### config.mk
export PLATFORM = sky130hd
export DESIGN_NAME = branch_predictor
export DESIGN_NICKNAME = d
export VERILOG_FILES = /design/src/rtl/branch_predictor.sv
export SDC_FILE = /design/constraint.sdc
export NUM_CORES = 1
export LEC_CHECK = 0
export BUFFER_PORTS_ARGS = -buffer_cell sky130_fd_sc_hd__buf_2
export CAP_MARGIN = 25
export CORE_MARGIN = 1
export CORE_UTILIZATION = 38
export DETAILED_ROUTE_END_ITERATION = 6
export SLEW_MARGIN = 20
export SYNTH_ARGS = -nofsm -noshare
export SYNTH_HDL_FRONTEND = slang
export SYNTH_SLANG_ARGS = --single-unit
### constraint.sdc
create_clock -name clk -period 3.39 [get_ports clk]
set_input_delay 0.339 -clock clk [delete_from_list [all_inputs] [get_ports clk]]
set_output_delay 0.339 -clock clk [all_outputs]
set_load 0.05 [all_outputs]
### src/rtl/branch_predictor.sv
// Fetch-side 2-bit saturating-counter branch history table with training,
// mispredict detection, a sequenced table clear and saturating statistics.
module branch_predictor #(
   parameter int INDEX_BITS = 4,
   parameter int PC_W       = 16,
   parameter int STAT_W     = 16
) (
   input  logic              clk,
   input  logic              rst_n,
   input  logic [PC_W-1:0]   fetch_pc,
   input  logic [4:0]        fetch_opcode,
   output logic              pred_taken,
   input  logic              upd_valid,
   input  logic [PC_W-1:0]   upd_pc,
   input  logic              upd_taken,
   input  logic              upd_pred,
   output logic              mispredict,
   input  logic              clear,
   output logic              busy,
   output logic [STAT_W-1:0] br_count,
   output logic [STAT_W-1:0] mp_count
);

   localparam int ENTRIES = 1 << INDEX_BITS;
   localparam logic [0:0] S_IDLE  = 1'b0;
   localparam logic [0:0] S_CLEAR = 1'b1;
   localparam logic [1:0] WNT     = 2'b01;

   logic [0:0]            state_reg;
   logic [INDEX_BITS-1:0] ptr_reg;
   logic [1:0]            bht_reg [ENTRIES];
   logic [STAT_W-1:0]     br_count_reg;
   logic [STAT_W-1:0]     mp_count_reg;

   logic [INDEX_BITS-1:0] fetch_idx;
   logic [INDEX_BITS-1:0] upd_idx;
   logic                  is_idle;
   logic                  upd_accept;
   logic                  unused_bits;

   // Instructions are 2 bytes wide, so PC bit 0 never selects an entry.
   assign fetch_idx   = fetch_pc[INDEX_BITS:1];
   assign upd_idx     = upd_pc[INDEX_BITS:1];
   assign unused_bits = ^{fetch_pc[PC_W-1:INDEX_BITS+1], fetch_pc[0],
                          upd_pc[PC_W-1:INDEX_BITS+1], upd_pc[0], fetch_opcode[1:0]};

   assign is_idle    = (state_reg == S_IDLE);
   assign busy       = ~is_idle;
   assign upd_accept = is_idle & upd_valid & ~clear;

   assign pred_taken = (fetch_opcode[4:2] == 3'b011) & bht_reg[fetch_idx][1] & ~busy;
   assign mispredict = upd_valid & (upd_taken ^ upd_pred);

   assign br_count = br_count_reg;
   assign mp_count = mp_count_reg;

   always_ff @(posedge clk or negedge rst_n) begin
      if (!rst_n) begin
         state_reg <= S_IDLE;
         ptr_reg   <= '0;
      end else if (clear) begin
         // A clear seen mid-sequence restarts the sweep from entry 0.
         state_reg <= S_CLEAR;
         ptr_reg   <= '0;
      end else if (state_reg == S_CLEAR) begin
         if (ptr_reg == INDEX_BITS'(ENTRIES - 1)) begin
            state_reg <= S_IDLE;
            ptr_reg   <= '0;
         end else begin
            ptr_reg <= ptr_reg + 1'b1;
         end
      end
   end

   generate
      for (genvar gi = 0; gi < ENTRIES; gi++) begin : g_entry
         logic clear_hit;
         logic upd_hit;

         assign clear_hit = (state_reg == S_CLEAR) && (ptr_reg == INDEX_BITS'(gi));
         assign upd_hit   = upd_accept && (upd_idx == INDEX_BITS'(gi));

         always_ff @(posedge clk or negedge rst_n) begin
            if (!rst_n) begin
               bht_reg[gi] <= WNT;
            end else if (clear_hit) begin
               bht_reg[gi] <= WNT;
            end else if (upd_hit) begin
               if (upd_taken && bht_reg[gi] != 2'b11) begin
                  bht_reg[gi] <= bht_reg[gi] + 2'b01;
               end else if (!upd_taken && bht_reg[gi] != 2'b00) begin
                  bht_reg[gi] <= bht_reg[gi] - 2'b01;
               end
            end
         end
      end
   endgenerate

   always_ff @(posedge clk or negedge rst_n) begin
      if (!rst_n) begin
         br_count_reg <= '0;
         mp_count_reg <= '0;
      end else if (clear) begin
         br_count_reg <= '0;
         mp_count_reg <= '0;
      end else if (upd_accept) begin
         if (br_count_reg != '1) begin
            br_count_reg <= br_count_reg + 1'b1;
         end
         if (mispredict && mp_count_reg != '1) begin
            mp_count_reg <= mp_count_reg + 1'b1;
         end
      end
   end

endmodule

# Word level (Yosys, flattened, before mapping)
# Index checks and enable logic that the tools add are counted.
[word_totals]
register_bits = 69
in_bits = 43
output_inout_bits = 35
elab_cells = 331
[op_classes]
add_sub_neg = 35
order_cmp = 1
eq_ne = 49
mux = 79
n_bitwise = 9
reduce_logical = 138
[ops]
columns = ["cell", "count"]
rows = [
  ["two-way mux 2 bit", 66],
  ["two-way mux 16 bit", 6],
  ["nonzero test 2 bit", 36],
  ["logical AND 1 bit", 65],
  ["equality test 4 bit (second input constant)", 16],
  ["nonzero test 3 bit", 16],
  ["AND reduction 2 bit", 18],
  ["adder 16 x 1 -> 16 bit (second input constant)", 2],
  ["adder 2 x 1 -> 2 bit (second input constant)", 16],
  ["equality test 4 x 3 -> 1 bit (second input constant)", 8],
  ["inequality test 16 bit (second input constant)", 2],
  ["inequality test 2 bit (second input constant)", 16],
  ["subtractor 2 x 1 -> 2 bit (second input constant)", 16],
  ["equality test 4 x 2 -> 1 bit (second input constant)", 4],
  ["two-way mux 4 bit", 3],
  ["binary-select mux 2 bit (select 4 bit)", 1],
  ["equality test 4 x 1 -> 1 bit (second input constant)", 2],
  ["zero test 4 bit", 2],
  ["bitwise AND 1 bit", 5],
  [">= comparator 5 bit (second input constant)", 1],
  ["inverter 4 -> 5 bit", 1],
  ["adder 4 x 1 -> 4 bit (second input constant)", 1],
  ["equality test 3 x 2 -> 1 bit (second input constant)", 1],
  ["two-way mux 1 bit", 3],
  ["3 further kinds", 4],
]

# Logic depth before layout (Yosys ltp)
# Gate-level depths: netlist of run 1.
[depth]
depth_word = 6
depth_mapped = 6
mapped_depth_nobuf = 6

# Least setup slack after synthesis of run 1
# OpenSTA, ideal clock, no wires.
[synth_timing]
path_type = "flip-flop to output port"
startpoint = "register bht_reg[5] (netlist name)"
endpoint = "output pred_taken"
t_arrival_ns = 1.699
required_ns = 3.051
slack_ns = 1.352
stages_incl_launch_ff = 4
path_buffers = 0
cell_sequence = "dfrtp_1 mux4_1 mux4_2 and4_1"
[synth_between]
elab_chain_cells = 5
[synth_lines]
columns = ["element", "line_no", "source"]
rows = [
  ["from (decl)", "31", "logic [1:0] bht_reg [ENTRIES];"],
  ["from (signal, indexed assignment)", "90", "bht_reg[gi] <= bht_reg[gi] + 2'b01;"],
  ["from (signal, indexed assignment)", "92", "bht_reg[gi] <= bht_reg[gi] - 2'b01;"],
  ["binary-select mux 2 bit (select 4 bit)", "51", "assign pred_taken = (fetch_opcode[4:2] == 3'b011) & bht_reg[fetch_idx][1] & ~busy;"],
  ["two-way mux 2 bit (not written as such) (2 in series)", "51", ""],
  ["bitwise AND 1 bit (2 in series)", "51", ""],
  ["to (decl)", "12", "output logic pred_taken,"],
]
# Every way passes these cells. The select of a mux whose other input is x is not followed.

# Final worst setup path of run 1
# Ends and elaborated chain as after synthesis.

==> impl_metrics.csv, run 1 <==
group,metric,value,unit
global_route,met1_usage,23.7,%
worst_setup_path,max_stage_delay,0.53,ns
floorplanning,rows,37,
logic_synthesis,synth_edf_count,0,
cts,insertion_delay,0.34,ns
worst_setup_path,path_cells,"mux4_1 -> mux4_2 -> and4_1 -> buf_2",
final_layout,utilization,44.5,%
logic_synthesis,synth_largest_area_cell,"dfrtp_1",
cts,clk_path_buf_depth,2,
global_route,antenna_found_initial,0,
routing,ant_nets,0,
cts,cts_made_buffers,9,
placement,place_area,0.00441,mm²
cts,clk_pin_slew_worst_paths,0.08,ns
routing,totalWireLength,9090,µm
routing,first_pass_iters,4,
routing,wl_per_cell,14.5,µm
logic_synthesis,synth_area_leaders,"dfrtp_1, dfstp_2, nor2_1",
cts,cts_hold_buf,0,
worst_setup_path,crit_buf_inv,1,
cts,post_cts_buffers,0,
final_layout,area_growth_syn_to_layout,13.6,%
routing,routed_via_density,5.55,
timing,drv_slew,0,
floorplanning,core,0.0103,mm²
logic_synthesis,synth_seq_area_share,43.2,%
worst_setup_path,cp_top_family,"multiplexers",
placement,dp_hpwl,6230,µm
logic_synthesis,synth_top_area_share,32.8,%
floorplanning,dieArea,0.0111,mm²
cts,tritoncts,"built",
logic_synthesis,synthArstFlopShare,100,%
timing,min_period_over_period,74.5,%
routing,first_iter_violations,142,
placement,gp_congestion,0.779,
routing,vias,3479,
worst_setup_path,cp.required,3.05,ns
logic_synthesis,syn_nets,489,
logic_synthesis,netlist_area,0.00405,mm²
final_layout,stdcell_count,627,
logic_synthesis,synth-warning-count,0,
logic_synthesis,syn_avg_cell_area,9.19,µm²
logic_synthesis,synth-seq-cells,69,
timing,finalSetupViolCount,0,
floorplanning,die_w,105,µm
outcome,status,"finished, final reports clean",
worst_setup_path,crit_slowest_cell,"mux4_1",
timing,finClkSkew,0.00760,ns
global_route,grt_use_total,17.4,%
timing,slew_headroom,40.3,%
placement,io_buffer_count,51,
cts,ctsResizeCount,0,
final_layout,nets,536,
job,cap_viol_max_count,0,
worst_setup_path,startpoint_type,"register",
final_layout,final_area,0.00459,mm²
global_route,gr-usage-met2,28.0,%
floorplanning,initial_core_util,39.2,%
timing,rsz0062_at_grt,"no",
floorplanning,io_pins,78,
worst_setup_path,worst-path-max-fanout,5,
final_layout,final_layout_size_suffix_gt1_share,20.0,%
logic_synthesis,postSynthCellCount,440,
logic_synthesis,ys_types,59,
worst_setup_path,endpoint_kind,"primary output",
timing,finalHoldViolCount,0,
worst_setup_path,worstSetupPathType,"register to primary output",
hold_path,holdCritPathClass,"primary input to asynchronous set/reset pin",
worst_setup_path,arrival,2.19,ns
timing,fin_tns_setup,0,ns
global_route,top_usage_layer,"met2",
power_and_ir_drop,power_leakage,2.00,nW
global_route,grt_pass1_wl,15500,µm
cts,cts_max_level,3,
cts,root_buffer,"clkbuf_8",
cts,clock-sinks,69,
timing,min_period,2.52,ns
logic_synthesis,synth_flop_cell,"dfrtp_1",
timing,worst_pin_slew,0.895,ns
global_route,globalRouteOverflowTotal,0,
global_route,grt_pass1_vias,3192,
placement,dp.cells,612,
timing,max_freq,0.396,GHz
power_and_ir_drop,ir_worst_vdd,0.223,mV
floorplanning,die_h,105,µm
final_layout,largest_reg_flops,32,
final_layout,n_antenna_cell,0,
routing,drc,0,
global_route,grt_max_degree,70,
global_route,met3_usage,3.81,%
power_and_ir_drop,power_density,382,mW/mm²
through the flow:
step	hold WS, ns	total power [mW]	setup WS, ns
final	0.178	1.75	0.866
after global routing	0.297	1.84	0.801
after CTS	0.239	1.78	0.842
after detailed placement	0.512	1.11	1.06
after global placement	0.498	1.10	1.03
after floorplan	0.0434	1.04	1.35
report_power, final:
part	switching [mW]	internal, mW
Combinational	0.103	0.0733
Sequential	0.0393	0.875
Clock	0.328	0.336
Total	0.471	1.28
final cells by class:
type	instances	area, µm²
Clock inverter	6	63.8
Multi-Input combinational cell	343	2180
Sequential cell	69	1750
Fill cell	984	5730
Clock buffer	9	124
Timing Repair Buffer	53	270
Inverter	11	41.3
Tap cell	136	170
layout by cell type, fill, tap and decap left out, types with 6 or more instances in the layout:
| cell type | n |
|---|---|
| a211o_1 | 12 |
| inv_1 | 11 |
| o21ai_1 | 7 |
| xnor2_1 | 15 |
| nand3_1 | 22 |
| o21ai_0 | 28 |
| xor2_1 | 13 |
| dfstp_2 | 16 |
| nor4_1 | 7 |
| nand2_1 | 38 |
| nor2_1 | 60 |
| and3_1 | 6 |
| dfrtp_1 | 53 |
| buf_2 | 51 |
| a21oi_1 | 22 |
| a21o_1 | 10 |
| nand4_1 | 7 |
| ha_1 | 6 |
| clkbuf_8 | 9 |
| nor3_1 | 14 |
final timing paths:
kind	from	end	slack (ns)	cells after the start
setup / recovery	bht_reg[5]	pred_taken	0.87	4
hold / removal	rst_n	mp_count[15]	0.18	2
setup reg to reg	br_count[0]	br_count[0]	1.26	6
hold reg to reg	bht_reg[16]	bht_reg[17]	0.53	2
max in group asynchronous	rst_n	bht_reg[23]	2.60	2
min in group clk	upd_pc[1]	bht_reg[24]	0.44	3
synthesized netlist by cell type, types with 5 or more instances:
cell type,count
xnor2_1,15
clkbuf_1,14
and3_1,6
xor2_1,13
and2_1,5
o21ai_1,7
dfstp_2,16
dfrtp_1,53
nand2_1,38
nand4_1,7
ha_1,6
o21ai_0,28
a211o_1,12
nand3_1,22
a21oi_1,22
nor3_1,14
a21o_1,10
a21boi_1,5
nor2_1,60
nor4_1,7
inv_1,11
routing by layer:
metal / part of all wire, % / vias up
met5: 0 / -
met4: 1.1 / 0
met3: 5.1 / 8
met2: 46 / 94
met1: 47 / 1684
li1: - / 1693
cell families (layout without fill, tap and decap cells):
| kind of cell | count (synthesis) | in the layout | synth area share, % |
|---|---|---|---|
| simple gates | 187 | 187 | 23.5 |
| compound gates | 112 | 112 | 18.1 |
| flops | 69 | 69 | 43.2 |
| xor+xnor | 29 | 29 | 6.46 |
| buf+inv | 28 | 79 | 2.97 |
| mux | 9 | 9 | 3.90 |
| fa+ha+maj | 6 | 6 | 1.86 |
(Power assumes the default switching activity.)
==> run 2, diff against run 1 <==
==> constraint.sdc (replaced) <==
create_clock -name clk -period 2.1 [get_ports clk]
set_input_delay 0.21 -clock clk [delete_from_list [all_inputs] [get_ports clk]]
set_output_delay 0.21 -clock clk [all_outputs]
set_load 0.05 [all_outputs]
==> run 2 against run 1 <==
Compared with the run above: the flow now finishes with violations (negative setup slack); clock power is 40% higher; die area stayed put; final area is 2.5% higher; routed wire length is 5.5% higher; critical endpoint unchanged; global-route usage is 0.87 points higher.
==> impl_metrics.csv, run 2 (synthesis gave the netlist of run 1 again) <==
group,metric,value,unit
routing,wl_per_cell,14.9,µm
final_layout,final_area,0.00471,mm²
worst_setup_path,r2r_slack,0.25,ns
final_layout,utilization,45.6,%
global_route,grt_max_degree,70,
cts,tritoncts,"built",
floorplanning,die_w,105,µm
worst_setup_path,r2r_start,"busy",
worst_setup_path,startpoint_type,"register",
cts,insertion_delay,0.35,ns
cts,cts_max_level,3,
cts,root_buffer,"clkbuf_8",
worst_setup_path,max_stage_delay,0.50,ns
global_route,grt_pass1_vias,3350,
final_layout,final_layout_size_suffix_gt1_share,22.4,%
final_layout,largest_reg_flops,32,
worst_setup_path,ff2ff_path_depth,5,
cts,clock-sinks,69,
worst_setup_path,worstReg2RegEnd,"bht_reg[16]",
placement,dp.cells,623,
hold_path,holdCritPathClass,"primary input to register",
power_and_ir_drop,p_sw_share,27.8,%
timing,min_period,2.28,ns
timing,worst_pin_slew,0.580,ns
routing,drc,0,
outcome,violations,"negative setup slack",
timing,finClkSkew,0.00965,ns
timing,min_period_over_period,109,%
worst_setup_path,cp.required,1.89,ns
final_layout,final_cell_mix,"nor2_1, dfrtp_1, buf_2",
power_and_ir_drop,ir_worst_vdd,0.396,mV
placement,io_buffer_count,51,
worst_setup_path,crit_slowest_cell,"mux4_2",
global_route,grt_use_total,18.3,%
power_and_ir_drop,p_comb_share,11.0,%
routing,totalWireLength,9600,µm
worst_setup_path,crit_buf_inv,1,
final_layout,n_fill_cell,1005,
power_and_ir_drop,power_leakage,2.08,nW
final_layout,area_growth_syn_to_layout,16.4,%
timing,max_freq,0.438,GHz
power_and_ir_drop,power.switching,751,µW
routing,routed_via_density,5.51,
worst_setup_path,crit_top_cell,"mux4_2",
timing,finalSetupViolCount,1,
final_layout,nets,553,
power_and_ir_drop,sequentialPowerShare,54.6,%
placement,place_area,0.00450,mm²
timing,worst_slack,-0.181,ns
timing,rsz0062_at_grt,"yes",
final_layout,n_antenna_cell,0,
floorplanning,io_pins,78,
worst_setup_path,cp_top_family,"multiplexers",
worst_setup_path,worstSetupPathType,"register to primary output",
routing,vias,3547,
hold_path,whs_path_depth,2,
floorplanning,initial_core_util,39.2,%
placement,dp_hpwl,6610,µm
floorplanning,die_h,105,µm
floorplanning,core,0.0103,mm²
floorplanning,dieArea,0.0111,mm²
routing,ant_nets,0,
hold_path,whs_endpoint,"ptr_reg[3]",
power_and_ir_drop,power_density,574,mW/mm²
cts,cts_made_buffers,9,
worst_setup_path,path_cells,"mux4_2 -> mux4_2 -> and4_1 -> buf_6",
placement,gp_congestion,0.801,
cts,clk_pin_slew_worst_paths,0.08,ns
cts,clk_path_buf_depth,2,
global_route,grt_pass1_wl,15900,µm
power_and_ir_drop,power.internal,1.95,mW
outcome,status,"finished, violations left",
timing,slew_headroom,61.3,%
global_route,antenna_found_initial,0,
routing,first_pass_iters,4,
job,cap_viol_max_count,0,
power_and_ir_drop,p_clk_share,34.4,%
routing,first_iter_violations,177,
hold_path,hold_start,"clear",
worst_setup_path,arrival,2.07,ns
placement,pre_cts_slack,-0.0148,ns
floorplanning,rows,37,
final_layout,stdcell_count,644,
timing,drv_slew,0,
timing,finalHoldViolCount,0,
worst_setup_path,worst-path-max-fanout,5,
worst_setup_path,endpoint_kind,"primary output",
global_route,globalRouteOverflowTotal,0,
final_layout,layout_commonest_cell,"nor2_1",
==> run 2: worst max-delay path by stage <==
stage | startpoint | endpoint | slack (ns) | cells past startpoint
2_1_floorplan | br_count[0] | br_count[0] | 0.08 | 6
3_3_place_gp | fetch_pc[1] | pred_taken | -0.01 | 5
3_5_place_dp | fetch_pc[1] | pred_taken | -0.01 | 5
4_1_cts | bht_reg[13] | pred_taken | -0.19 | 4
5_1_grt | bht_reg[13] | pred_taken | -0.23 | 4
6_report | bht_reg[13] | pred_taken | -0.18 | 4
==> run 2: cell type report <==
| class | count | area [µm²] | area share (%) |
|---|---|---|---|
| clock buffers | 10 | 128 | 2.71 |
| clock inverters | 5 | 28.8 | 0.611 |
| inverters | 11 | 41.3 | 0.877 |
| multi-input cells | 343 | 2170 | 46.2 |
| flip-flops and latches | 69 | 1750 | 37.1 |
| well taps | 136 | 170 | 3.61 |
| repair buffers | 70 | 419 | 8.90 |
==> run 2: per-stage QoR <==
| step | power [mW] | TNS [ns] | hold slack [ns] |
|---|---|---|---|
| final | 2.70 | -0.181 | 0.147 |
| after global routing | 2.84 | -0.229 | 0.158 |
| after CTS | 2.75 | -0.195 | 0.132 |
| after detailed placement | 1.80 | -0.0148 | 0.267 |
| after global placement | 1.78 | -0.0128 | 0.269 |
| after floorplan | 1.68 | 0 | -0.0856 |
==> run 2: power groups by stage <==
stage / Combinational, mW / Clock [mW] / Sequential [mW]
final: 0.298 / 0.930 / 1.48
after global routing: 0.332 / 1.02 / 1.49
after CTS: 0.300 / 0.976 / 1.48
after detailed placement: 0.296 / 0 / 1.50
after global placement: 0.290 / 0 / 1.49
after floorplan: 0.198 / 0 / 1.48
==> run 2: worst reg2reg max path: stages, from the launching register on <==
cell and delay, ns:
dfrtp_1 0.48, and4bb_2 0.42, and2b_1 0.25, nand3_1 0.16
a21o_1 0.18, a211o_1 0.29
==> run 2: metal layers <==
layer | track usage, % | wire, µm | up-vias
met5 | 0 | 0 | -
met4 | 7.34 | 176 | 0
met3 | 3.81 | 500 | 16
met2 | 29.8 | 4470 | 95
met1 | 23.8 | 4450 | 1715
li1 | - | - | 1721
==> run 2: repair_timing <==
action / 4_1_cts / 5_1_grt
pin swaps: 1 / 0
resized for setup: 3 / 0
hold buffers: 1 / 0
buffers inserted: 4 / 1
hold endpoints to repair: 53 / 0
setup endpoints to repair: 1 / 1
==> run 3, diff against run 2 <==
--- a/config.mk
+++ b/config.mk
@@ -7,9 +7,11 @@
 export LEC_CHECK = 0
 export BUFFER_PORTS_ARGS = -buffer_cell sky130_fd_sc_hd__buf_2
 export CAP_MARGIN = 25
+export CORE_ASPECT_RATIO = 1.2
 export CORE_MARGIN = 1
 export CORE_UTILIZATION = 38
 export DETAILED_ROUTE_END_ITERATION = 6
+export SKIP_CTS_REPAIR_TIMING = 1
 export SLEW_MARGIN = 20
 export SYNTH_ARGS = -nofsm -noshare
 export SYNTH_HDL_FRONTEND = slang
==> run 3 against run 2 <==
Compared with the run above: the run still ends with negative setup slack left; critical path depth unchanged; final area up 4.9%; non-clock buffer count up 5; clock power up 92%; sequential share of layout area down 1.7 points; critical path type unchanged; clock skew down 0.0016 ns; first-iteration DRC count down 54%; sequential power about the same; largest cell class unchanged; global-route usage up 0.69 points; utilization up 3.0 points; register-to-register slack better by 0.06 ns; critical endpoint unchanged; largest power group is now clock; worst setup slack better by 0.016 ns.
==> impl_metrics.csv, run 3 (synthesis gave the netlist of run 1 again) <==
group,metric,value,unit
outcome,status,"finished, violations left",
outcome,violations,"negative setup slack",
cts,clk_pin_slew_worst_paths,0.06,ns
global_route,met1_usage,24.0,%
routing,routed_via_density,5.56,
global_route,grt_pass1_wl,16100,µm
placement,gp_congestion,0.783,
global_route,grt_pass1_vias,3322,
final_layout,n_antenna_cell,0,
timing,finClkSkew,0.00806,ns
final_layout,regArea,0.00175,mm²
cts,cts_made_buffers,9,
placement,dp_hpwl,6690,µm
power_and_ir_drop,power_leakage,2.19,nW
worst_setup_path,startpoint_type,"register",
worst_setup_path,r2r_slack,0.31,ns
final_layout,n_fill_cell,978,
timing,rsz0062_at_grt,"yes",
floorplanning,die_w,96.2,µm
worst_setup_path,worstSetupPathType,"register to primary output",
final_layout,final_cell_mix,"nor2_1, dfrtp_1, buf_2",
hold_path,holdCritPathClass,"primary input to register",
power_and_ir_drop,p_sw_share,23.5,%
global_route,grt_use_total,19.0,%
timing,finalSetupViolCount,1,
final_layout,layout_commonest_cell,"nor2_1",
routing,first_iter_violations,81,
worst_setup_path,ff2ff_path_depth,5,
global_route,antenna_found_initial,0,
worst_setup_path,cp.required,1.89,ns
power_and_ir_drop,power.internal,2.75,mW
power_and_ir_drop,sequentialPowerShare,41.0,%
routing,first_pass_iters,4,
final_layout,area_growth_syn_to_layout,22.1,%
timing,worst_slack,-0.165,ns
power_and_ir_drop,power_density,727,mW/mm²
timing,finalHoldViolCount,0,
worst_setup_path,arrival,2.06,ns
routing,drc,0,
floorplanning,io_pins,78,
global_route,grt_max_degree,70,
power_and_ir_drop,power.switching,845,µW
cts,root_buffer,"clkbuf_16",
hold_path,whs_path_depth,2,
floorplanning,dieArea,0.0111,mm²
routing,vias,3561,
cts,clock-sinks,69,
floorplanning,die_h,115,µm
cts,cts_max_level,3,
floorplanning,rows,40,
final_layout,stdcell_count,640,
power_and_ir_drop,ir_worst_vdd,0.388,mV
global_route,top_usage_layer,"met2",
timing,worst_pin_slew,0.584,ns
floorplanning,initial_core_util,39.8,%
power_and_ir_drop,power,3.59,mW
timing,drv_slew,0,
timing,slew_headroom,61.0,%
final_layout,final_layout_size_suffix_gt1_share,23.5,%
routing,wl_per_cell,15.3,µm
timing,min_period_over_period,108,%
placement,dp.cells,612,
cts,insertion_delay,0.34,ns
final_layout,largest_reg_flops,32,
worst_setup_path,worst-path-max-fanout,4,
timing,min_period,2.27,ns
power_and_ir_drop,p_clk_share,49.9,%
final_layout,nets,558,
floorplanning,core,0.0102,mm²
routing,totalWireLength,9820,µm
placement,io_buffer_count,51,
job,cap_viol_max_count,0,
power_and_ir_drop,p_comb_share,9.0,%
global_route,globalRouteOverflowTotal,0,
worst_setup_path,endpoint_kind,"primary output",
final_layout,multiInputGateArea,0.00217,mm²
cts,tritoncts,"built",
cts,clk_path_buf_depth,2,
routing,ant_nets,0,
global_route,met3_usage,3.90,%
timing,max_freq,0.441,GHz
global_route,gr-usage-met2,31.1,%
==> run 3: changes by cell type in the layout (fill, tap and decap cells not counted), sizes merged <==
cell | previous run | this run
buf | 69 | 74
bufinv | 0 | 3
clkinvlp | 0 | 2
clkinv | 5 | 1
==> run 3: power groups by stage <==
stage	sequential [mW]	clock, mW	combinational (mW)
floorplan	1.48	0	0.198
global placement	1.49	0	0.292
detailed placement	1.50	0	0.302
CTS	1.48	1.82	0.303
global route	1.48	1.88	0.363
finish	1.47	1.79	0.324
==> run 3: worst max-delay path, cell delays in order (launching register included) <==
cell and delay [ns]:
dfrtp_1 0.43, mux4_2 0.48, mux4_2 0.49, and4_1 0.17, buf_6 0.15
==> run 3: through the flow <==
stage                     util (%)  setup TNS, ns  hold WS, ns  area (µm²)  setup slack, ns
after floorplan                  -              0      -0.0856        4050           0.0792
after CTS                     47.7         -0.328      -0.0917        4840           -0.328
final                         48.6         -0.165        0.172        4940           -0.165
after global routing          48.6         -0.206        0.184        4940           -0.206
after global placement        44.2              0        0.269        4490           0.0409
after detailed placement      44.2              0        0.266        4490           0.0387
==> run 3: final timing paths <==
kind | startpoint | end
worst max register to register | busy | mp_count[11]
min in group asynchronous | rst_n | mp_count[15]
worst min-delay path | clear | ptr_reg[0]
worst min register to register | bht_reg[16] | bht_reg[17]
worst max-delay path | bht_reg[15] | pred_taken
max in group asynchronous | rst_n | bht_reg[0]
==> run 3: metal layers <==
layer  up-vias  wire [µm]
li1       1735          -
met1      1731       4450
met2        79       4770
met3        16        396
met4         0        206
met5         -          0
==> run 3: final cells by class <==
type	instances	area share (%)
Timing Repair Buffer	75	9.50
Clock inverter	6	2.23
Sequential cell	69	35.4
Tap cell	126	3.19
Multi-Input combinational cell	343	44.0
Inverter	11	0.836
Clock buffer	10	4.84
